## config.mk

```make
export PLATFORM = sky130hd
export DESIGN_NAME = vram_arbiter_flat
export DESIGN_NICKNAME = d
export VERILOG_FILES = /design/src/rtl/vram_arbiter_if.sv /design/src/rtl/vram_arbiter.sv /design/src/flat_wrapper.sv
export SDC_FILE = /design/constraint.sdc
export NUM_CORES = 1
export LEC_CHECK = 0
export CORE_MARGIN = 5
export CORE_UTILIZATION = 28
export DETAILED_ROUTE_END_ITERATION = 16
export PLACE_DENSITY = 0.92
export SYNTH_ARGS = -nofsm -noshare
export SYNTH_HDL_FRONTEND = slang
export SYNTH_SLANG_ARGS = --single-unit
```

## constraint.sdc

```tcl
create_clock -name clk -period 3.3 [get_ports clk]
set_clock_uncertainty 0.2 [all_clocks]
set_input_delay 0.33 -clock clk [delete_from_list [all_inputs] [get_ports clk]]
set_output_delay 0.33 -clock clk [all_outputs]
set_load 0.01 [all_outputs]
```

## src/rtl/vram_arbiter_if.sv

```systemverilog
// Bus bundle between the VRAM arbiter, video generator, three requesters and the VRAM BRAM.
// The slave modport is the arbiter's view; the master modport is the surrounding system's view.
interface vram_arbiter_if;
    logic        blit_cycle_i;
    logic        video_sel_i;
    logic [15:0] video_addr_i;

    logic        a_req_i;
    logic        a_wr_i;
    logic [15:0] a_addr_i;
    logic [15:0] a_data_i;
    logic        a_ack_o;

    logic        b_req_i;
    logic        b_wr_i;
    logic [15:0] b_addr_i;
    logic [15:0] b_data_i;
    logic        b_ack_o;

    logic        blt_req_i;
    logic        blt_wr_i;
    logic [15:0] blt_addr_i;
    logic [15:0] blt_data_i;
    logic        blt_ack_o;

    logic [15:0] rd_data_o;
    logic        vram_sel_o;
    logic        vram_wr_o;
    logic [15:0] vram_addr_o;
    logic [15:0] vram_data_o;
    logic [15:0] vram_data_i;
    logic        err_o;

    modport slave (
        input  blit_cycle_i, video_sel_i, video_addr_i,
        input  a_req_i, a_wr_i, a_addr_i, a_data_i,
        input  b_req_i, b_wr_i, b_addr_i, b_data_i,
        input  blt_req_i, blt_wr_i, blt_addr_i, blt_data_i,
        input  vram_data_i,
        output a_ack_o, b_ack_o, blt_ack_o,
        output rd_data_o, vram_sel_o, vram_wr_o, vram_addr_o, vram_data_o, err_o
    );

    modport master (
        output blit_cycle_i, video_sel_i, video_addr_i,
        output a_req_i, a_wr_i, a_addr_i, a_data_i,
        output b_req_i, b_wr_i, b_addr_i, b_data_i,
        output blt_req_i, blt_wr_i, blt_addr_i, blt_data_i,
        output vram_data_i,
        input  a_ack_o, b_ack_o, blt_ack_o,
        input  rd_data_o, vram_sel_o, vram_wr_o, vram_addr_o, vram_data_o, err_o
    );
endinterface

```

## src/rtl/vram_arbiter.sv

```systemverilog
// Shares the single-port VRAM between the video generator (owner of every non-blit cycle)
// and three requesters served round-robin in free slots with a one-cycle req/ack handshake.
module vram_arbiter (
    input logic           clk,
    input logic           reset_n_i,
    vram_arbiter_if.slave bus
);

    typedef enum logic [1:0] {
        REQ_A   = 2'd0,
        REQ_B   = 2'd1,
        REQ_BLT = 2'd2
    } req_id_e;

    req_id_e    last_q;
    req_id_e    grant_id;
    logic       grant_valid;
    logic [2:0] grant_vec;
    logic [2:0] req_vec;
    logic [2:0] ack_q;
    logic [2:0] eligible;
    logic       proto_err;
    logic       err_q;

    assign req_vec   = {bus.blt_req_i, bus.b_req_i, bus.a_req_i};
    assign proto_err = bus.blit_cycle_i & bus.video_sel_i;

    // A requester whose ack is showing this cycle is still finishing and may not be re-granted.
    assign eligible = (reset_n_i && bus.blit_cycle_i && !bus.video_sel_i) ?
                      (req_vec & ~ack_q) : 3'b000;

    always_comb begin
        grant_valid = 1'b0;
        grant_id    = REQ_A;
        case (last_q)
            REQ_A: begin
                if (eligible[1])      begin grant_valid = 1'b1; grant_id = REQ_B;   end
                else if (eligible[2]) begin grant_valid = 1'b1; grant_id = REQ_BLT; end
                else if (eligible[0]) begin grant_valid = 1'b1; grant_id = REQ_A;   end
            end
            REQ_B: begin
                if (eligible[2])      begin grant_valid = 1'b1; grant_id = REQ_BLT; end
                else if (eligible[0]) begin grant_valid = 1'b1; grant_id = REQ_A;   end
                else if (eligible[1]) begin grant_valid = 1'b1; grant_id = REQ_B;   end
            end
            default: begin
                if (eligible[0])      begin grant_valid = 1'b1; grant_id = REQ_A;   end
                else if (eligible[1]) begin grant_valid = 1'b1; grant_id = REQ_B;   end
                else if (eligible[2]) begin grant_valid = 1'b1; grant_id = REQ_BLT; end
            end
        endcase
        grant_vec = grant_valid ? (3'b001 << grant_id) : 3'b000;
    end

    // Video path stays purely combinational; idle address/data fall back to the video values.
    always_comb begin
        bus.vram_sel_o  = 1'b0;
        bus.vram_wr_o   = 1'b0;
        bus.vram_addr_o = bus.video_addr_i;
        bus.vram_data_o = 16'h0000;
        if (!reset_n_i) begin
            bus.vram_sel_o = 1'b0;
        end else if (grant_valid) begin
            bus.vram_sel_o = 1'b1;
            case (grant_id)
                REQ_A: begin
                    bus.vram_wr_o   = bus.a_wr_i;
                    bus.vram_addr_o = bus.a_addr_i;
                    bus.vram_data_o = bus.a_data_i;
                end
                REQ_B: begin
                    bus.vram_wr_o   = bus.b_wr_i;
                    bus.vram_addr_o = bus.b_addr_i;
                    bus.vram_data_o = bus.b_data_i;
                end
                default: begin
                    bus.vram_wr_o   = bus.blt_wr_i;
                    bus.vram_addr_o = bus.blt_addr_i;
                    bus.vram_data_o = bus.blt_data_i;
                end
            endcase
        end else begin
            bus.vram_sel_o = bus.video_sel_i;
        end
    end

    always_ff @(posedge clk or negedge reset_n_i) begin
        if (!reset_n_i) begin
            last_q <= REQ_BLT;
            ack_q  <= 3'b000;
            err_q  <= 1'b0;
        end else begin
            ack_q <= grant_vec;
            if (grant_valid) begin
                last_q <= grant_id;
            end
            if (proto_err) begin
                err_q <= 1'b1;
            end
        end
    end

    assign bus.a_ack_o   = ack_q[0];
    assign bus.b_ack_o   = ack_q[1];
    assign bus.blt_ack_o = ack_q[2];
    assign bus.rd_data_o = bus.vram_data_i;
    assign bus.err_o     = err_q;

endmodule
```

## src/flat_wrapper.sv

```systemverilog
// flat-port wrapper written by rule: the top's interface ports become plain ports
module vram_arbiter_flat 
  (clk, reset_n_i, bus_blit_cycle_i, bus_video_sel_i, bus_video_addr_i, bus_a_req_i, bus_a_wr_i, bus_a_addr_i, bus_a_data_i, bus_b_req_i, bus_b_wr_i, bus_b_addr_i, bus_b_data_i, bus_blt_req_i, bus_blt_wr_i, bus_blt_addr_i, bus_blt_data_i, bus_vram_data_i, bus_a_ack_o, bus_b_ack_o, bus_blt_ack_o, bus_rd_data_o, bus_vram_sel_o, bus_vram_wr_o, bus_vram_addr_o, bus_vram_data_o, bus_err_o);
  vram_arbiter_if bus_i ();
  input logic clk;
  input logic reset_n_i;
  input wire logic [$bits(bus_i.blit_cycle_i)-1:0] bus_blit_cycle_i;
  input wire logic [$bits(bus_i.video_sel_i)-1:0] bus_video_sel_i;
  input wire logic [$bits(bus_i.video_addr_i)-1:0] bus_video_addr_i;
  input wire logic [$bits(bus_i.a_req_i)-1:0] bus_a_req_i;
  input wire logic [$bits(bus_i.a_wr_i)-1:0] bus_a_wr_i;
  input wire logic [$bits(bus_i.a_addr_i)-1:0] bus_a_addr_i;
  input wire logic [$bits(bus_i.a_data_i)-1:0] bus_a_data_i;
  input wire logic [$bits(bus_i.b_req_i)-1:0] bus_b_req_i;
  input wire logic [$bits(bus_i.b_wr_i)-1:0] bus_b_wr_i;
  input wire logic [$bits(bus_i.b_addr_i)-1:0] bus_b_addr_i;
  input wire logic [$bits(bus_i.b_data_i)-1:0] bus_b_data_i;
  input wire logic [$bits(bus_i.blt_req_i)-1:0] bus_blt_req_i;
  input wire logic [$bits(bus_i.blt_wr_i)-1:0] bus_blt_wr_i;
  input wire logic [$bits(bus_i.blt_addr_i)-1:0] bus_blt_addr_i;
  input wire logic [$bits(bus_i.blt_data_i)-1:0] bus_blt_data_i;
  input wire logic [$bits(bus_i.vram_data_i)-1:0] bus_vram_data_i;
  output wire logic [$bits(bus_i.a_ack_o)-1:0] bus_a_ack_o;
  output wire logic [$bits(bus_i.b_ack_o)-1:0] bus_b_ack_o;
  output wire logic [$bits(bus_i.blt_ack_o)-1:0] bus_blt_ack_o;
  output wire logic [$bits(bus_i.rd_data_o)-1:0] bus_rd_data_o;
  output wire logic [$bits(bus_i.vram_sel_o)-1:0] bus_vram_sel_o;
  output wire logic [$bits(bus_i.vram_wr_o)-1:0] bus_vram_wr_o;
  output wire logic [$bits(bus_i.vram_addr_o)-1:0] bus_vram_addr_o;
  output wire logic [$bits(bus_i.vram_data_o)-1:0] bus_vram_data_o;
  output wire logic [$bits(bus_i.err_o)-1:0] bus_err_o;
  assign bus_i.blit_cycle_i = bus_blit_cycle_i;
  assign bus_i.video_sel_i = bus_video_sel_i;
  assign bus_i.video_addr_i = bus_video_addr_i;
  assign bus_i.a_req_i = bus_a_req_i;
  assign bus_i.a_wr_i = bus_a_wr_i;
  assign bus_i.a_addr_i = bus_a_addr_i;
  assign bus_i.a_data_i = bus_a_data_i;
  assign bus_i.b_req_i = bus_b_req_i;
  assign bus_i.b_wr_i = bus_b_wr_i;
  assign bus_i.b_addr_i = bus_b_addr_i;
  assign bus_i.b_data_i = bus_b_data_i;
  assign bus_i.blt_req_i = bus_blt_req_i;
  assign bus_i.blt_wr_i = bus_blt_wr_i;
  assign bus_i.blt_addr_i = bus_blt_addr_i;
  assign bus_i.blt_data_i = bus_blt_data_i;
  assign bus_i.vram_data_i = bus_vram_data_i;
  assign bus_a_ack_o = bus_i.a_ack_o;
  assign bus_b_ack_o = bus_i.b_ack_o;
  assign bus_blt_ack_o = bus_i.blt_ack_o;
  assign bus_rd_data_o = bus_i.rd_data_o;
  assign bus_vram_sel_o = bus_i.vram_sel_o;
  assign bus_vram_wr_o = bus_i.vram_wr_o;
  assign bus_vram_addr_o = bus_i.vram_addr_o;
  assign bus_vram_data_o = bus_i.vram_data_o;
  assign bus_err_o = bus_i.err_o;
  vram_arbiter u_core (.clk(clk), .reset_n_i(reset_n_i), .bus(bus_i));
endmodule
```

# ---- After elaboration in Yosys (flattened, before gate mapping)
# Cells that the tools add are included.
dict set report word_totals {
  ff_bits 6
  in_bits 138
  output_inout_bits 54
  latch_bits 0
  mem_bits_rw 0
  romBits 0
  memories 0
}
dict set report op_classes {
  magnitude_cmp 0
  add_sub_neg 0
  bitwise_logic 3
  n_eq_ne 2
  muxes 30
  n_shift 1
  reduce_logical 5
  multipliers 0
  n_div 0
}
# cell count
set ops {}
lappend ops {{2-to-1 mux 16 bit} 4}
lappend ops {{case mux 16 bit (2 select lines)} 2}
lappend ops {{2-to-1 mux 1 bit} 14}
lappend ops {{2-to-1 mux 2 bit} 5}
lappend ops {{2-to-1 mux 3 bit} 2}
lappend ops {{equality test 2 x 1 -> 1 bit (second input constant)} 2}
lappend ops {{zero test 2 bit} 2}
lappend ops {{case mux 1 bit (2 select lines)} 2}
lappend ops {{case mux 2 bit (2 select lines)} 1}
lappend ops {{bitwise AND 3 bit} 1}
lappend ops {{inverter 3 bit} 1}
lappend ops {{left shift 1 x 2 -> 3 bit (first input constant)} 1}
lappend ops {{logical AND 1 bit} 2}
lappend ops {{bitwise AND 1 bit} 1}
lappend ops {{zero test 1 bit} 1}

# ---- Longest topological paths before layout
# Gate-level depths: netlist of run 1.
dict set report logic_depth {
  depth_word 11
  depth_mapped 7
  mapped_depth_nobuf 4
}

# ---- Worst setup path before layout of run 1
# No wires, ideal clock.
dict set report synth_path {
  path_type {reg-to-output}
  start {register u_core.ack_q[2]}
  end {output port bus_vram_addr_o[10]}
  stages_incl_launch_ff 8
  arrival_ns 1.587
  path_slack_ns 1.183
  required_ns 2.770
  path_buffers 3
  cell_sequence {dfrtp_1 > nand2b_4 > and3_1 > buf_6 > or2_1 > buf_4 > buf_6 > a32oi_2}
}
dict set report synth_between {
  elab_chain_len 11
  word_cells_on_any_way 20
  classes_between {eq/ne: 1; mux: 16; bitwise: 2; reduce/logical: 1}
}
# element line
set synth_lines {}
lappend synth_lines {{start, declared} vram_arbiter.sv:20} ;# logic [2:0] ack_q;
lappend synth_lines {{start signal, assigned} vram_arbiter.sv:93} ;# ack_q <= grant_vec;
lappend synth_lines {{inverter 3 bit (*)} vram_arbiter.sv:30} ;# (req_vec & ~ack_q) : 3'b000;
lappend synth_lines {{bitwise AND 3 bit (*)} vram_arbiter.sv:30}
lappend synth_lines {{2-to-1 mux 3 bit (*)} vram_arbiter.sv:29} ;# assign eligible = (reset_n_i && bus.blit_cycle_i && !bus.video_sel_i) ?
lappend synth_lines {{2-to-1 mux 2 bit} vram_arbiter.sv:38} ;# else if (eligible[2]) begin grant_valid = 1'b1; grant_id = REQ_BLT; end
lappend synth_lines {{2-to-1 mux 2 bit} vram_arbiter.sv:48} ;# else if (eligible[1]) begin grant_valid = 1'b1; grant_id = REQ_B; end
lappend synth_lines {{2-to-1 mux 2 bit} vram_arbiter.sv:47} ;# if (eligible[0]) begin grant_valid = 1'b1; grant_id = REQ_A; end
lappend synth_lines {{case mux 2 bit (2 select lines)} vram_arbiter.sv:35} ;# case (last_q)
lappend synth_lines {{equality test 2 x 1 -> 1 bit / zero test 2 bit (equally long branches)} vram_arbiter.sv:65} ;# case (grant_id)
lappend synth_lines {{case mux 16 bit (2 select lines)} vram_arbiter.sv:65}
lappend synth_lines {{2-to-1 mux 16 bit (*)} vram_arbiter.sv:63} ;# end else if (grant_valid) begin
lappend synth_lines {{2-to-1 mux 16 bit (*)} vram_arbiter.sv:61} ;# if (!reset_n_i) begin
lappend synth_lines {{end, declared} flat_wrapper.sv:29} ;# output wire logic [$bits(bus_i.vram_addr_o)-1:0] bus_vram_addr_o;
# Every way passes the cells marked *; elsewhere a longest branch is shown, timed or not.

# ---- Worst setup path after layout of run 1
dict set report layout_path {
  start {input port bus_b_req_i}
  end {output port bus_vram_data_o[12]}
}
dict set report layout_between {
  elab_chain_len 10
  word_cells_on_any_way 20
  classes_between {eq/ne: 1; mux: 17; bitwise: 1; reduce/logical: 1}
}
# element line
set layout_lines {}
lappend layout_lines {{start, declared} flat_wrapper.sv:14} ;# input wire logic [$bits(bus_i.b_req_i)-1:0] bus_b_req_i;
lappend layout_lines {{bitwise AND 3 bit (*)} vram_arbiter.sv:30}
lappend layout_lines {{2-to-1 mux 3 bit (*)} vram_arbiter.sv:29}
lappend layout_lines {{2-to-1 mux 1 bit} vram_arbiter.sv:44} ;# else if (eligible[1]) begin grant_valid = 1'b1; grant_id = REQ_B; end
lappend layout_lines {{2-to-1 mux 2 bit} vram_arbiter.sv:43} ;# else if (eligible[0]) begin grant_valid = 1'b1; grant_id = REQ_A; end
lappend layout_lines {{2-to-1 mux 2 bit} vram_arbiter.sv:42} ;# if (eligible[2]) begin grant_valid = 1'b1; grant_id = REQ_BLT; end
lappend layout_lines {{case mux 2 bit (2 select lines)} vram_arbiter.sv:35}
lappend layout_lines {{equality test 2 x 1 -> 1 bit / zero test 2 bit (equally long branches)} vram_arbiter.sv:65}
lappend layout_lines {{case mux 16 bit (2 select lines)} vram_arbiter.sv:65}
lappend layout_lines {{2-to-1 mux 16 bit (*)} vram_arbiter.sv:63}
lappend layout_lines {{2-to-1 mux 16 bit (*)} vram_arbiter.sv:61}
lappend layout_lines {{end, declared} flat_wrapper.sv:30} ;# output wire logic [$bits(bus_i.vram_data_o)-1:0] bus_vram_data_o;
# Marks and branches as above.

==> flow_metrics.py, run 1 <==
metrics = {
    "status": {
        "status": "completed",
    },
    "timing": {
        "min_period_ns": 3.11,
        "fmax_mhz": 322,
        "slew_violations": 0,
        "hold_viol": 0,
        "post-route-period-util_pct": 94.1,
        "setup_violations": 0,
        "finalSetupTns_ns": 0,
        "maxSlewHeadroom_pct": 46.8,
        "rsz0062_at_grt": "no",
        "worstMarginPinSlew_ns": 0.799,
    },
    "route": {
        "ant_nets": 0,
        "vias_per_cell": 5.29,
        "wl_per_cell_um": 17.6,
        "dr.max_layer_used": "met4",
        "dr_wl_met2_mm": 3.48,
        "dr.pass1.iters": 4,
        "vias": 2080,
        "drc_errors": 0,
        "routed_wirelength_mm": 6.93,
        "dr.first_iter.drc_count": 64,
        "wl_met1_mm": 2.63,
        "wl_met3_um": 783,
    },
    "die": {
        "num_io_pins": 192,
        "num_rows": 26,
        "core_um2": 5200,
        "start_util_pct": 29.3,
        "die_area_um2": 7010,
        "die-height_um": 83.7,
        "die_w_um": 83.7,
    },
    "pwr": {
        "power_uw": 644,
        "powerDensity_nw_per_um2": 208,
        "ir_worst_vdd_uv": 186,
        "p_leak_uw": 0.00116,
    },
    "synth": {
        "syn_inst": 183,
        "syn-num-nets": 321,
        "yosysWarnings": 0,
        "async_reset_ff_share_pct": 100,
        "synth_seq_cells": 6,
        "syn_area_um2": 1520,
        "ys_types": 33,
        "synth_edf_count": 0,
        "synth.avg_cell_area_um2": 8.32,
        "ys_seq_area_share_pct": 9.94,
        "ys.flop_type": "dfrtp_1",
    },
    "cells_and_area": {
        "final_util_pct": 59.3,
        "area_delta_synth_final_pct": 103,
        "fillers": 455,
        "final_cells": 393,
        "drive_above_1_share_pct": 10.5,
        "final_nets": 462,
        "postLayoutCellArea_um2": 3090,
        "insertedDiodeCount": 0,
    },
    "clock_network": {
        "cts-root-buf": "clkbuf_8",
        "ctsHoldBuffers": 0,
        "cts_tree": "built",
        "postCtsSetupBuffers": 0,
        "clock_latency_ns": 0.22,
        "ctsResizeCount": 0,
        "htree_levels": 1,
        "clock_sinks": 6,
        "cts_made_buffers": 3,
        "clk_path_buf_depth": 2,
        "clkTransAtPathRegs_ns": 0.04,
    },
    "setup_path": {
        "cp-end-kind": "output pin",
        "path_class": "input pin to output pin",
        "worst_r2r_endpoint": "u_core.last_q[0]",
        "path_cells": "clkdlybuf4s50_1 -> nor2b_1 -> o22a_1 -> nor3_4 -> buf_4 -> a221o_1 -> clkdlybuf4s50_1",
        "timing.critical_path.from_type": "input pin",
        "cp.arrival_ns": 2.58,
        "cp_common_cell": "clkdlybuf4s50_1",
        "r2r_slack_ns": 1.26,
        "slowest_delay_ns": 0.54,
        "required_ns": 2.77,
        "reg2reg_depth": 5,
        "cp_top_family": "buffers and inverters",
        "crit_path_max_fanout": 19,
        "crit_start": "bus_b_req_i",
        "crit_buf_inv": 3,
        "r2r-start": "u_core.ack_q[2]",
        "cpMaxStageDelayCell": "clkdlybuf4s50_1",
    },
    "global_route": {
        "grt_pass1_wl_mm": 10.8,
        "grt_max_degree": 20,
        "grt_usage_pct": 18.5,
        "antenna_found_initial": 0,
        "grt_overflow": 0,
        "grt_pass1_vias": 2128,
    },
    "place": {
        "gp_congestion": 0.911,
        "portBuffers": 159,
        "placed_cells": 389,
        "dpl_cell_area_um2": 3040,
        "hpwl_mm": 5.69,
    },
    "min_path": {
        "worstHoldPathType": "input pin to async pin",
    },
    "run": {
        "drv_cap": 0,
    },
}
## per-stage QoR
step | setup slack (ns) | hold slack [ns]
2_1_floorplan | 1.18 | -0.166
3_3_place_gp | 0.222 | 0.236
3_5_place_dp | 0.196 | 0.259
4_1_cts | 0.174 | 0.211
5_1_grt | 0.0829 | 0.234
6_report | 0.194 | 0.213
## report_power, final
part	total (uW)	internal (uW)	switching, uW
Combinational	434	256	178
Clock	113	82.9	29.7
Sequential	97.3	82.6	14.7
Total	644	421	222
## layer usage
| metal | vias to the layer above | GRT usage, % |
|---|---|---|
| met5 | - | 0 |
| met4 | 0 | 3.07 |
| met3 | 4 | 4.94 |
| met2 | 136 | 35.1 |
| met1 | 960 | 20.6 |
| li1 | 980 | - |
## synth_stat cells, types with 4 or more instances
library cell,count,share of area (%)
clkbuf_1,4,0.99
a221o_1,17,11
buf_4,19,9.4
o2bb2ai_1,16,9.2
a21oi_1,16,5.3
buf_6,5,3.7
buf_2,7,2.3
nor3b_1,17,8.4
dfrtp_1,5,8.2
inv_1,17,4.2
a32oi_2,9,9.6
a32oi_1,7,4.0
nand3_1,16,5.3
## worst reg2reg max path: stages, from the launching register on
cell	delay, ns
dfrtp_1	0.40
nand2b_4	0.19
and3_1	0.18
or2_1	0.50
buf_4	0.28
a21o_1	0.17
## worst max-delay path by stage
stage / end / slack, ns / cells after the start
CTS: bus_vram_addr_o[4] / 0.17 / 6
global route: bus_vram_addr_o[4] / 0.08 / 6
finish: bus_vram_data_o[12] / 0.19 / 7
floorplan: bus_vram_addr_o[10] / 1.18 / 7
detailed placement: bus_vram_addr_o[4] / 0.20 / 6
global placement: bus_vram_data_o[6] / 0.22 / 7
## cells in the final DEF (no fill, tap or decap), drive strengths merged
master / n
nor2: 1
dfstp: 1
inv: 17
o32ai: 1
buf: 12
o22ai: 1
o2bb2ai: 16
and3b: 1
nand2: 3
or2: 1
nor3: 1
a32oi: 16
nor2b: 1
a221o: 17
dfrtp: 5
clkbuf: 4
nand3: 16
and2b: 1
a211oi: 1
o22a: 2
a21oi: 16
clkdlybuf4s50: 159
nand3b: 1
nor3b: 19
nand2b: 4
a21o: 3
o21ai: 2
and3: 1
## area by class of cell
cell class	instances	area (um2)	area share, %
clock buffers	4	45.0	1.46
inverters	17	63.8	2.07
multi-input cells	125	1060	34.3
flip-flops and latches	6	151	4.90
well taps	70	87.6	2.84
repair buffers	171	1680	54.5
## cells by family (layout without fill, tap and decap cells)
kind of cell           count (synthesis)  in the layout  synth area share (%)
DFF                                    6              6                  9.94
buffers and inverters                 52            192                  20.5
AOI/OAI and AO/OA                     75             75                  46.8
and+or+nand+nor                       50             50                  22.8
## registers in the layout, summed over array words and instances, names as in the netlist
register,flops
u_core.bus.err_o,1
u_core.last_q,2
u_core.ack_q,3
Power figures use the tool's default switching activity.
==> run 2, diff against run 1 <==
Settings changed: CAP_MARGIN from default to 30.
==> results of run 2 <==
Same layout as run 1: the final DEF is identical, and so are final timing and power.
==> run 3, diff against run 2 <==
Settings changed: ABC_CLOCK_PERIOD_IN_PS from default to 2700, CELL_PAD_IN_SITES_DETAIL_PLACEMENT from default to 0, CELL_PAD_IN_SITES_GLOBAL_PLACEMENT from default to 1, CORE_UTILIZATION 28 to 15, PLACE_DENSITY 0.92 to 0.85.
Clock period 3.3 ns to 2.7 ns, I/O delays scaled along.
==> run 3 against run 2 <==
  * Non-clock buffer count is 16 higher
  * Die area is 75% higher
  * Setup slack worse by 0.10 ns
  * Sequential share of layout area is 0.45 points lower
  * Highest routed layer unchanged
==> flow_metrics.py, run 3 (synthesized netlist as in run 1, its figures left out) <==
metrics = {
    "global_route": {
        "grt_usage_pct": 12.6,
        "grt_pass1_wl_mm": 12.7,
        "antenna_found_initial": 0,
        "grt_pass1_vias": 2331,
        "grt_overflow": 0,
        "grt_max_degree": 20,
    },
    "setup_path": {
        "required_ns": 2.23,
        "worst_r2r_endpoint": "u_core.last_q[0]",
        "cp.arrival_ns": 2.14,
        "crit_end": "bus_vram_data_o[10]",
        "path_class": "input pin to output pin",
        "reg2reg_depth": 5,
        "cp-end-kind": "output pin",
        "r2r_slack_ns": 0.96,
        "timing.critical_path.from_type": "input pin",
        "crit_path_max_fanout": 9,
        "crit_start": "bus_b_req_i",
        "r2r-start": "u_core.ack_q[2]",
    },
    "clock_network": {
        "clock_sinks": 6,
        "ctsHoldBuffers": 0,
        "clock_latency_ns": 0.23,
        "cts_tree": "built",
        "cts-root-buf": "clkbuf_8",
        "cts_made_buffers": 3,
        "clkTransAtPathRegs_ns": 0.04,
        "clk_path_buf_depth": 2,
        "htree_levels": 1,
    },
    "cells_and_area": {
        "final_common_cell": "clkdlybuf4s50_1",
        "largest_reg_flops": 3,
        "final_nets": 478,
        "final_cell_mix": "clkdlybuf4s50_1, dlygate4sd2_1, buf_4",
        "final_util_pct": 34.7,
        "drive_above_1_share_pct": 16.8,
        "area_delta_synth_final_pct": 124,
        "fillers": 1073,
        "insertedDiodeCount": 0,
        "largest_register": "u_core.ack_q",
    },
    "timing": {
        "maxSlewHeadroom_pct": 82.2,
        "slew_violations": 0,
        "post-route-period-util_pct": 96.5,
        "worstMarginPinSlew_ns": 0.266,
        "min_period_ns": 2.61,
        "setup_violations": 0,
        "hold_viol": 0,
        "finalSetupTns_ns": 0,
        "fmax_mhz": 384,
        "rsz0062_at_grt": "no",
    },
    "route": {
        "ant_nets": 0,
        "routed_wirelength_mm": 8.05,
        "vias_per_cell": 4.50,
        "dr.pass1.iters": 4,
        "vias": 2125,
        "wl_per_cell_um": 17.0,
        "drc_errors": 0,
        "dr.first_iter.drc_count": 139,
    },
    "die": {
        "start_util_pct": 15.5,
        "num_io_pins": 192,
        "num_rows": 36,
        "die_w_um": 111,
        "core_um2": 9820,
        "die-height_um": 111,
        "die_area_um2": 12300,
    },
    "pwr": {
        "powerDensity_nw_per_um2": 251,
        "ir_worst_vdd_uv": 72.2,
        "p_leak_uw": 0.00141,
    },
    "place": {
        "hpwl_mm": 6.42,
        "gp_congestion": 0.797,
        "portBuffers": 159,
    },
    "status": {
        "status": "completed",
    },
    "min_path": {
        "worstHoldPathType": "input pin to async pin",
    },
    "run": {
        "drv_cap": 0,
    },
}
-- run 3: cell count changes in the layout (fill, tap and decap cells not counted), sizes merged --
cell / delta
buf: +16
clkdlybuf4s50: -34
dlygate4sd2: +32
dlymetal6s2s: +2
-- run 3: worst min-delay path by stage --
stage	start	depth (start not counted)	to	slack (ns)
floorplan	reset_n_i	0	u_core.ack_q[0]	-0.23
global placement	u_core.bus.err_o	1	u_core.bus.err_o	0.24
detailed placement	u_core.bus.err_o	1	u_core.bus.err_o	0.25
CTS	reset_n_i	2	u_core.last_q[0]	0.15
global route	reset_n_i	2	u_core.last_q[0]	0.18
finish	reset_n_i	2	u_core.last_q[0]	0.15
-- run 3: repair_timing --
action | 4_1_cts | 5_1_grt
gates resized for setup | 39 | 2
setup buffers | 4 | 0
pin swaps | 2 | 0
endpoints found under the setup margin | 33 | 2
cloned | 1 | 0
-- run 3: report_power, final --
group          internal, uW  leakage [uW]  switching [uW]  total (uW)
clock                   102     0.0000228            42.1         144
combinational           349       0.00131             240         590
sequential              101     0.0000733            19.8         121
total                   552       0.00141             302         854
-- run 3: area by class of cell --
cell class	count	area, um2	share of cell area, %
flip-flops and latches	6	151	4.45
inverters	17	63.8	1.88
well taps	133	166	4.89
repair buffers	187	1890	55.4
clock buffers	4	45.0	1.32
multi-input cells	125	1090	32.0
-- run 3: routing by layer --
layer	track usage, %	vias to the layer above	wire length (um)
li1	-	1013	-
met1	14.5	1011	3110
met2	23.1	90	4310
met3	2.35	11	471
met4	4.27	0	151
met5	0	-	0
-- run 3: through the flow --
step	cells	hold WS, ns	power, uW	area, um2	worst slack (ns)
floorplan	183	-0.226	385	1520	0.643
global placement	463	0.244	716	3290	-0.276
detailed placement	463	0.253	724	3290	-0.359
CTS	472	0.147	866	3400	-0.0755
global route	472	0.179	913	3400	0.0137
finish	472	0.152	854	3400	0.0937
-- run 3: worst max-delay path, cell delays in order --
cell             delay [ns]
clkdlybuf4s50_1        0.49
buf_4                  0.12
nand2b_4               0.06
o21ai_2                0.17
a211oi_4               0.08
buf_4                  0.17
buf_12                 0.14
a221o_1                0.35
dlygate4sd2_1          0.29
